[src/rtl/ripple_add_pkg.sv]
// ripple_add_pkg: shared FSM state encoding and default sizing for the
// ripple-carry adder sequencer.
package ripple_add_pkg;

    typedef enum logic [1:0] {
        IDLE   = 2'd0,
        SETTLE = 2'd1,
        HOLD   = 2'd2
    } state_t;

    localparam int unsigned DEF_WIDTH         = 64;
    localparam int          DEF_SETTLE_CYCLES = 2;

endpackage

[src/rtl/ripple_add_sequencer.sv]
// ripple_add_sequencer: holds operands on an external combinational ripple adder
// for SETTLE_CYCLES clocks, then registers the sum. `ACCUM_EN adds in_acc (running total).
module ripple_add_sequencer
    import ripple_add_pkg::*;
#(
    parameter int unsigned WIDTH         = DEF_WIDTH,
    parameter int          SETTLE_CYCLES = DEF_SETTLE_CYCLES
) (
    input  logic             clk,
    input  logic             rst,
    input  logic             in_valid,
    output logic             in_ready,
    input  logic [WIDTH-1:0] in_a,
    input  logic [WIDTH-1:0] in_b,
`ifdef ACCUM_EN
    input  logic             in_acc,
`endif
    output logic [WIDTH-1:0] add_a,
    output logic [WIDTH-1:0] add_b,
    input  logic [WIDTH:0]   add_sum,
    output logic             out_valid,
    input  logic             out_ready,
    output logic [WIDTH:0]   out_sum,
    output logic             busy
);

    localparam int CNT_W = $clog2(SETTLE_CYCLES + 1);

    if (SETTLE_CYCLES < 1) begin : g_settle_check
        $error("ripple_add_sequencer: SETTLE_CYCLES must be >= 1");
    end

    state_t             state;
    logic [CNT_W-1:0]   cnt;
    logic [WIDTH-1:0]   next_a;

`ifdef ACCUM_EN
    // Running total drops the carry bit of the previous result.
    assign next_a = in_acc ? out_sum[WIDTH-1:0] : in_a;
`else
    assign next_a = in_a;
`endif

    assign in_ready = (state == IDLE) && !rst;
    assign busy     = (state != IDLE);

    always_ff @(posedge clk) begin
        if (rst) begin
            state     <= IDLE;
            add_a     <= '0;
            add_b     <= '0;
            out_sum   <= '0;
            out_valid <= 1'b0;
            cnt       <= '0;
        end else begin
            case (state)
                IDLE: begin
                    if (in_valid) begin
                        add_a <= next_a;
                        add_b <= in_b;
                        cnt   <= CNT_W'(SETTLE_CYCLES - 1);
                        state <= SETTLE;
                    end
                end
                SETTLE: begin
                    if (cnt == '0) begin
                        out_sum   <= add_sum;
                        out_valid <= 1'b1;
                        state     <= HOLD;
                    end else begin
                        cnt <= cnt - CNT_W'(1);
                    end
                end
                HOLD: begin
                    if (out_valid && out_ready) begin
                        out_valid <= 1'b0;
                        state     <= IDLE;
                    end
                end
                default: state <= IDLE;
            endcase
        end
    end

endmodule

[config.mk]
export PLATFORM = sky130hd
export DESIGN_NAME = ripple_add_sequencer
export DESIGN_NICKNAME = d
export VERILOG_FILES = /design/src/rtl/ripple_add_pkg.sv /design/src/rtl/ripple_add_sequencer.sv
export SDC_FILE = /design/constraint.sdc
export NUM_CORES = 1
export LEC_CHECK = 0
export CORE_MARGIN = 8
export CORE_UTILIZATION = 38
export DETAILED_ROUTE_END_ITERATION = 12
export PLACE_DENSITY = 0.8
export SYNTH_ARGS = -nofsm -noshare
export SYNTH_HDL_FRONTEND = slang
export SYNTH_SLANG_ARGS = --single-unit
[constraint.sdc]
create_clock -name clk -period 1.77 [get_ports clk]
set_clock_uncertainty 0.2 [all_clocks]
set_input_delay 0.2655 -clock clk [delete_from_list [all_inputs] [get_ports clk]]
set_output_delay 0.2655 -clock clk [all_outputs]
set_load 0.02 [all_outputs]
==> impl_metrics.tcl, run 1 <==
set metrics [dict create \
    stdcell_area_mm2 0.0114 \
    final.period_utilization_pct 97.5 \
    initial_core_util_pct 38.7 \
    num-fill-cells 1591 \
    grt_remaining_overflow 0 \
    p_per_area_mw_per_mm2 1020 \
    io_buffers 392 \
    fin_crit_ns 1.73 \
    endpoint_kind "output port" \
    nNetsFinal 1436 \
    drc_errors 0 \
    placed_area_mm2 0.0111 \
    ys_types 24 \
    rows 49 \
    vias 7068 \
    cts_buffers 17 \
    syn-num-nets 1065 \
    area_growth_pct 63.9 \
    clock_latency_ns 0.42 \
    grt_pass1_vias 7086 \
    clkTransAtPathRegs_ns 0.07 \
    grt_max_degree 119 \
    holdWs_ns 0.123 \
    max-clock-path-buffers 2 \
    tightest_slew_ns 0.824 \
    die_y_um 151 \
    antenna_found_initial 0 \
    syn_area_mm2 0.00696 \
    leakagePower_nw 5.09 \
    antenna_cells 0 \
    ys_seq_area_share_pct 57.0 \
    crit_fanout 2 \
    cp-start-kind "register" \
    ant_nets 0 \
    crit_required_ns 1.30 \
    wl_per_cell_um 17.2 \
    drt-initial-drc-count 380 \
    vdd_drop_max_v 0.000656 \
    fmax_mhz 580 \
    avgSynthCellArea_um2 8.03 \
    die_area_mm2 0.0229 \
    viasPerCell 4.78 \
    crit_chain "or2_4 > nor2_1 > buf_4" \
    track_usage_pct 21.3 \
    synth_warnings 0 \
    post_cts_buffers 0 \
    core_area_mm2 0.0180 \
    worstPathArrival_ns 1.26 \
    hpwl_mm 19.0 \
    ioPinCount 393 \
    ctsRootBufferMaster "clkbuf_16" \
    status "finished, final reports clean" \
    first_pass_iters 5 \
    htree_levels 4 \
    synth-seq-cells 198 \
    cts_tree "yes" \
    crit_path_top_delay_cell "dfxtp_1" \
    crit_type "reg2out" \
    die_w_um 151 \
    drive_above_1_share_pct 5.20 \
    gp_congestion 0.831 \
    maxCapViolations 0 \
    placedCellCount 1448 \
    finalHoldViolCount 0 \
    wl_mm 25.4 \
    setup_viol 0 \
    clock-sinks 198 \
    max_slew_margin_pct 45.1 \
    grt_first_pass_wirelength_mm 38.0 \
    netlist_instances 867 \
    slowest_delay_ns 0.32 \
    power_mw 11.7 \
    finalNonFillerCells 1480 \
    slew_viol_final 0 \
    hold_path.class "in2reg" \
]
## cell families (layout without fill, tap and decap cells)
group	after synthesis	count (layout)	synth area share (%)
muxes	1	1	0.162
buffers and inverters	67	451	6.02
AOI/OAI and AO/OA	201	201	14.7
adders and majority gates	1	1	0.180
and+or+nand+nor	399	399	22.0
DFF	198	198	57.0
## per-layer routing
| layer | global-route usage [%] | share of wire (%) |
|---|---|---|
| met2 | 36.9 | 50 |
| met1 | 22.4 | 36 |
| met4 | 11.1 | 4.2 |
| met5 | 0 | 0 |
| met3 | 7.50 | 9.4 |
## power breakdown
part / switching, mW / internal, mW / leakage, nW / total, mW
Clock: 1.83 / 2.17 / 0.300 / 4.00
Sequential: 0.176 / 4.83 / 1.62 / 5.01
Combinational: 1.51 / 1.15 / 3.17 / 2.66
Total: 3.51 / 8.15 / 5.09 / 11.7
## registers in the layout (all words and copies together), names as in the netlist
register   flops
cnt            2
add_a         64
out_valid      1
add_b         64
out_sum       65
state          2
## stage by stage
stage               setup WS, ns  setup TNS, ns  util, %
floorplan                  0.168              0        -
global placement          -0.176         -18.59     61.5
detailed placement        -0.205         -20.92     61.5
CTS                      -0.0177        -0.0177     63.5
global route            -0.00146       -0.00146     63.5
finish                    0.0448              0     63.5
## layout make-up
class                           count  area [um^2]  area share (%)
Inverter                            2         7.51          0.0658
Clock buffer                       18          439            3.85
Timing Repair Buffer              417         3960            34.7
Sequential cell                   198         3960            34.7
Multi-Input combinational cell    602         2590            22.7
Tap cell                          229          287            2.51
Clock inverter                     14          163            1.43
## cell usage after synthesis
library cell	number	share of area, %
mux2_2	1	0.16
clkbuf_1	22	1.2
o21bai_1	1	0.11
a21oi_1	196	14
a221oi_1	1	0.13
buf_4	9	0.97
a211oi_1	1	0.11
nand2_1	387	21
and3b_1	1	0.13
a31oi_1	1	0.090
nor2_1	4	0.22
a2bb2oi_1	1	0.13
buf_6	9	1.5
or2_2	1	0.090
dfxtp_1	198	57
nand3_1	1	0.072
clkbuf_8	4	0.79
nand3b_1	2	0.22
inv_1	2	0.11
nor3b_2	1	0.18
ha_1	1	0.18
or3b_4	1	0.16
buf_2	21	1.5
nand2b_1	1	0.090
## what timing repair did
action / in CTS / in global routing
setup endpoints to repair: 196 / 1
pin swaps: 0 / 1
hold buffers: 0 / 0
gates resized for setup: 203 / 1
## placed cells by master (no fill, tap or decap), drive strengths merged
cell type / count
a21oi: 196
nor2: 4
nand2b: 1
buf: 28
or2: 1
nor3b: 1
and3b: 1
a221oi: 1
nand3b: 2
ha: 1
a211oi: 1
or3b: 1
dlygate4sd2: 194
bufinv: 2
o21bai: 1
a2bb2oi: 1
clkdlybuf4s50: 195
inv: 9
dfxtp: 198
a31oi: 1
nand3: 1
nand2: 387
clkbuf: 18
clkinv: 5
mux2: 1
## worst max-delay path: cells and delay by family (launching register included)
kind | cells | cell delay [ns]
and+or+nand+nor | 2 | 0.37
DFF | 1 | 0.32
buffers and inverters | 1 | 0.15
## path summary, 6_finish.rpt
kind / to / cells past startpoint / slack (ns) / from
worst max-delay path: in_ready / 3 / 0.04 / state[1]
worst min-delay path: out_valid / 3 / 0.12 / rst
worst max register to register: add_b[38] / 5 / 0.07 / state[1]
worst min register to register: add_b[9] / 2 / 0.25 / add_b[9]
No activity file was read; power rests on OpenSTA's default activity.
==> run 2: changes to the inputs <==
==> constraint.sdc (replaced) <==
create_clock -name clk -period 1.94 [get_ports clk]
set_clock_uncertainty 0.2 [all_clocks]
set_input_delay 0.291 -clock clk [delete_from_list [all_inputs] [get_ports clk]]
set_output_delay 0.291 -clock clk [all_outputs]
set_load 0.02 [all_outputs]
==> run 2 against run 1 <==
  * Worst hold slack better by 0.075 ns
  * Final cell count up 0.14%
  * Combinational power about the same
  * Critical endpoint is now out_sum[59]
  * Via count up 0.20%
  * Critical path type unchanged
==> impl_metrics.tcl, run 2 (synthesis gave the netlist of run 1 again) <==
set metrics [dict create \
    final.period_utilization_pct 97.8 \
    nNetsFinal 1438 \
    setup_viol 0 \
    tightest_slew_ns 1.04 \
    fmax_mhz 527 \
    grt_pass1_vias 6879 \
    clock-sinks 198 \
    slowest_delay_ns 0.64 \
    cts_buffers 17 \
    crit_chain "clkdlybuf4s50_1" \
    status "finished, final reports clean" \
    hpwl_mm 18.9 \
    path_buf_inv 1 \
    maxCapViolations 0 \
    wl_mm 25.3 \
    crit_path_top_delay_cell "clkdlybuf4s50_1" \
    finalHoldViolCount 0 \
    crit_type "reg2out" \
    gp_congestion 0.830 \
    cts_tree "yes" \
    max_slew_margin_pct 30.4 \
    cp_top_family "buffers and inverters" \
    clock_latency_ns 0.42 \
    die_y_um 151 \
    drt-initial-drc-count 377 \
    crit_fanout 2 \
    ant_nets 0 \
    layout_common_cells "nand2_1, clkdlybuf4s50_1, dfxtp_1" \
    grt_first_pass_wirelength_mm 37.0 \
    leakagePower_nw 4.72 \
    max-clock-path-buffers 2 \
    die_area_mm2 0.0229 \
    htree_levels 4 \
    grt_max_degree 101 \
    track_usage_pct 20.8 \
    hold_buffers 0 \
    drive_above_1_share_pct 5.19 \
    stdcell_area_mm2 0.0117 \
    crit_required_ns 1.45 \
    fin_crit_ns 1.90 \
    ctsRootBufferMaster "clkbuf_16" \
    vias 7082 \
    holdWs_ns 0.198 \
    placed_area_mm2 0.0111 \
    ioPinCount 393 \
    reg_top3 "out_sum x65, add_a x64, add_b x64" \
    hold_path.class "in2reg" \
    drc_errors 0 \
    slew_viol_final 0 \
    p_per_area_mw_per_mm2 909 \
    top_register "out_sum" \
    rows 49 \
    rsz0062_at_grt "false" \
    clkTransAtPathRegs_ns 0.07 \
    cp-start-kind "register" \
    largest_reg_flops 65 \
    endpoint_kind "output port" \
    viasPerCell 4.78 \
    final_common_cell "nand2_1" \
    antenna_found_initial 0 \
    first_pass_iters 4 \
    antenna_cells 0 \
    core_area_mm2 0.0180 \
    die_w_um 151 \
    initial_core_util_pct 38.7 \
    worstPathArrival_ns 1.41 \
    vdd_drop_max_v 0.000566 \
    wl_per_cell_um 17.0 \
    grt_remaining_overflow 0 \
    area_growth_pct 68.7 \
    io_buffers 392 \
]
[run 2: final timing paths]
path,end,startpoint,cells past startpoint,slack [ns]
setup / recovery,out_sum[59],out_sum[59],1,0.04
hold / removal,out_valid,rst,3,0.20
setup reg to reg,out_sum[44],cnt[0],6,0.23
hold reg to reg,add_b[45],add_b[45],2,0.25
[run 2: through the flow]
step | std cells | utilization [%] | setup WS (ns) | power [mW] | TNS, ns
2_1_floorplan | 867 | - | 0.327 | 5.97 | 0
3_3_place_gp | 1450 | 61.9 | -0.0103 | 7.34 | -0.0536
3_5_place_dp | 1450 | 61.9 | -0.0362 | 7.38 | -1.12
4_1_cts | 1482 | 65.0 | 0.000125 | 10.8 | 0
5_1_grt | 1482 | 65.3 | 0.000276 | 11.2 | 0
6_report | 1482 | 65.3 | 0.0419 | 10.7 | 0
[run 2: layout make-up]
| type | count | area [um^2] |
|---|---|---|
| repair buffers | 419 | 4330 |
| fillers | 1481 | 6230 |
| inverters | 2 | 7.51 |
| well taps | 229 | 287 |
| multi-input cells | 602 | 2580 |
| clock inverters | 12 | 113 |
| flip-flops and latches | 198 | 3960 |
| clock buffers | 20 | 457 |
[run 2: layer usage]
metal,GRT usage (%),routed length [um]
met1,22.9,9340
met2,35.1,12600
met3,6.81,2290
met4,10.9,1070
met5,0,0
[run 2: power breakdown]
part	leakage [nW]	internal, mW	switching [mW]
Sequential	1.62	4.41	0.171
Combinational	2.83	1.30	1.38
Clock	0.275	1.76	1.66
[run 2: repair_timing]
item / 4_1_cts / 5_1_grt
setup buffers: 0 / 0
gates resized for setup: 11 / 25
setup endpoints to repair: 8 / 25
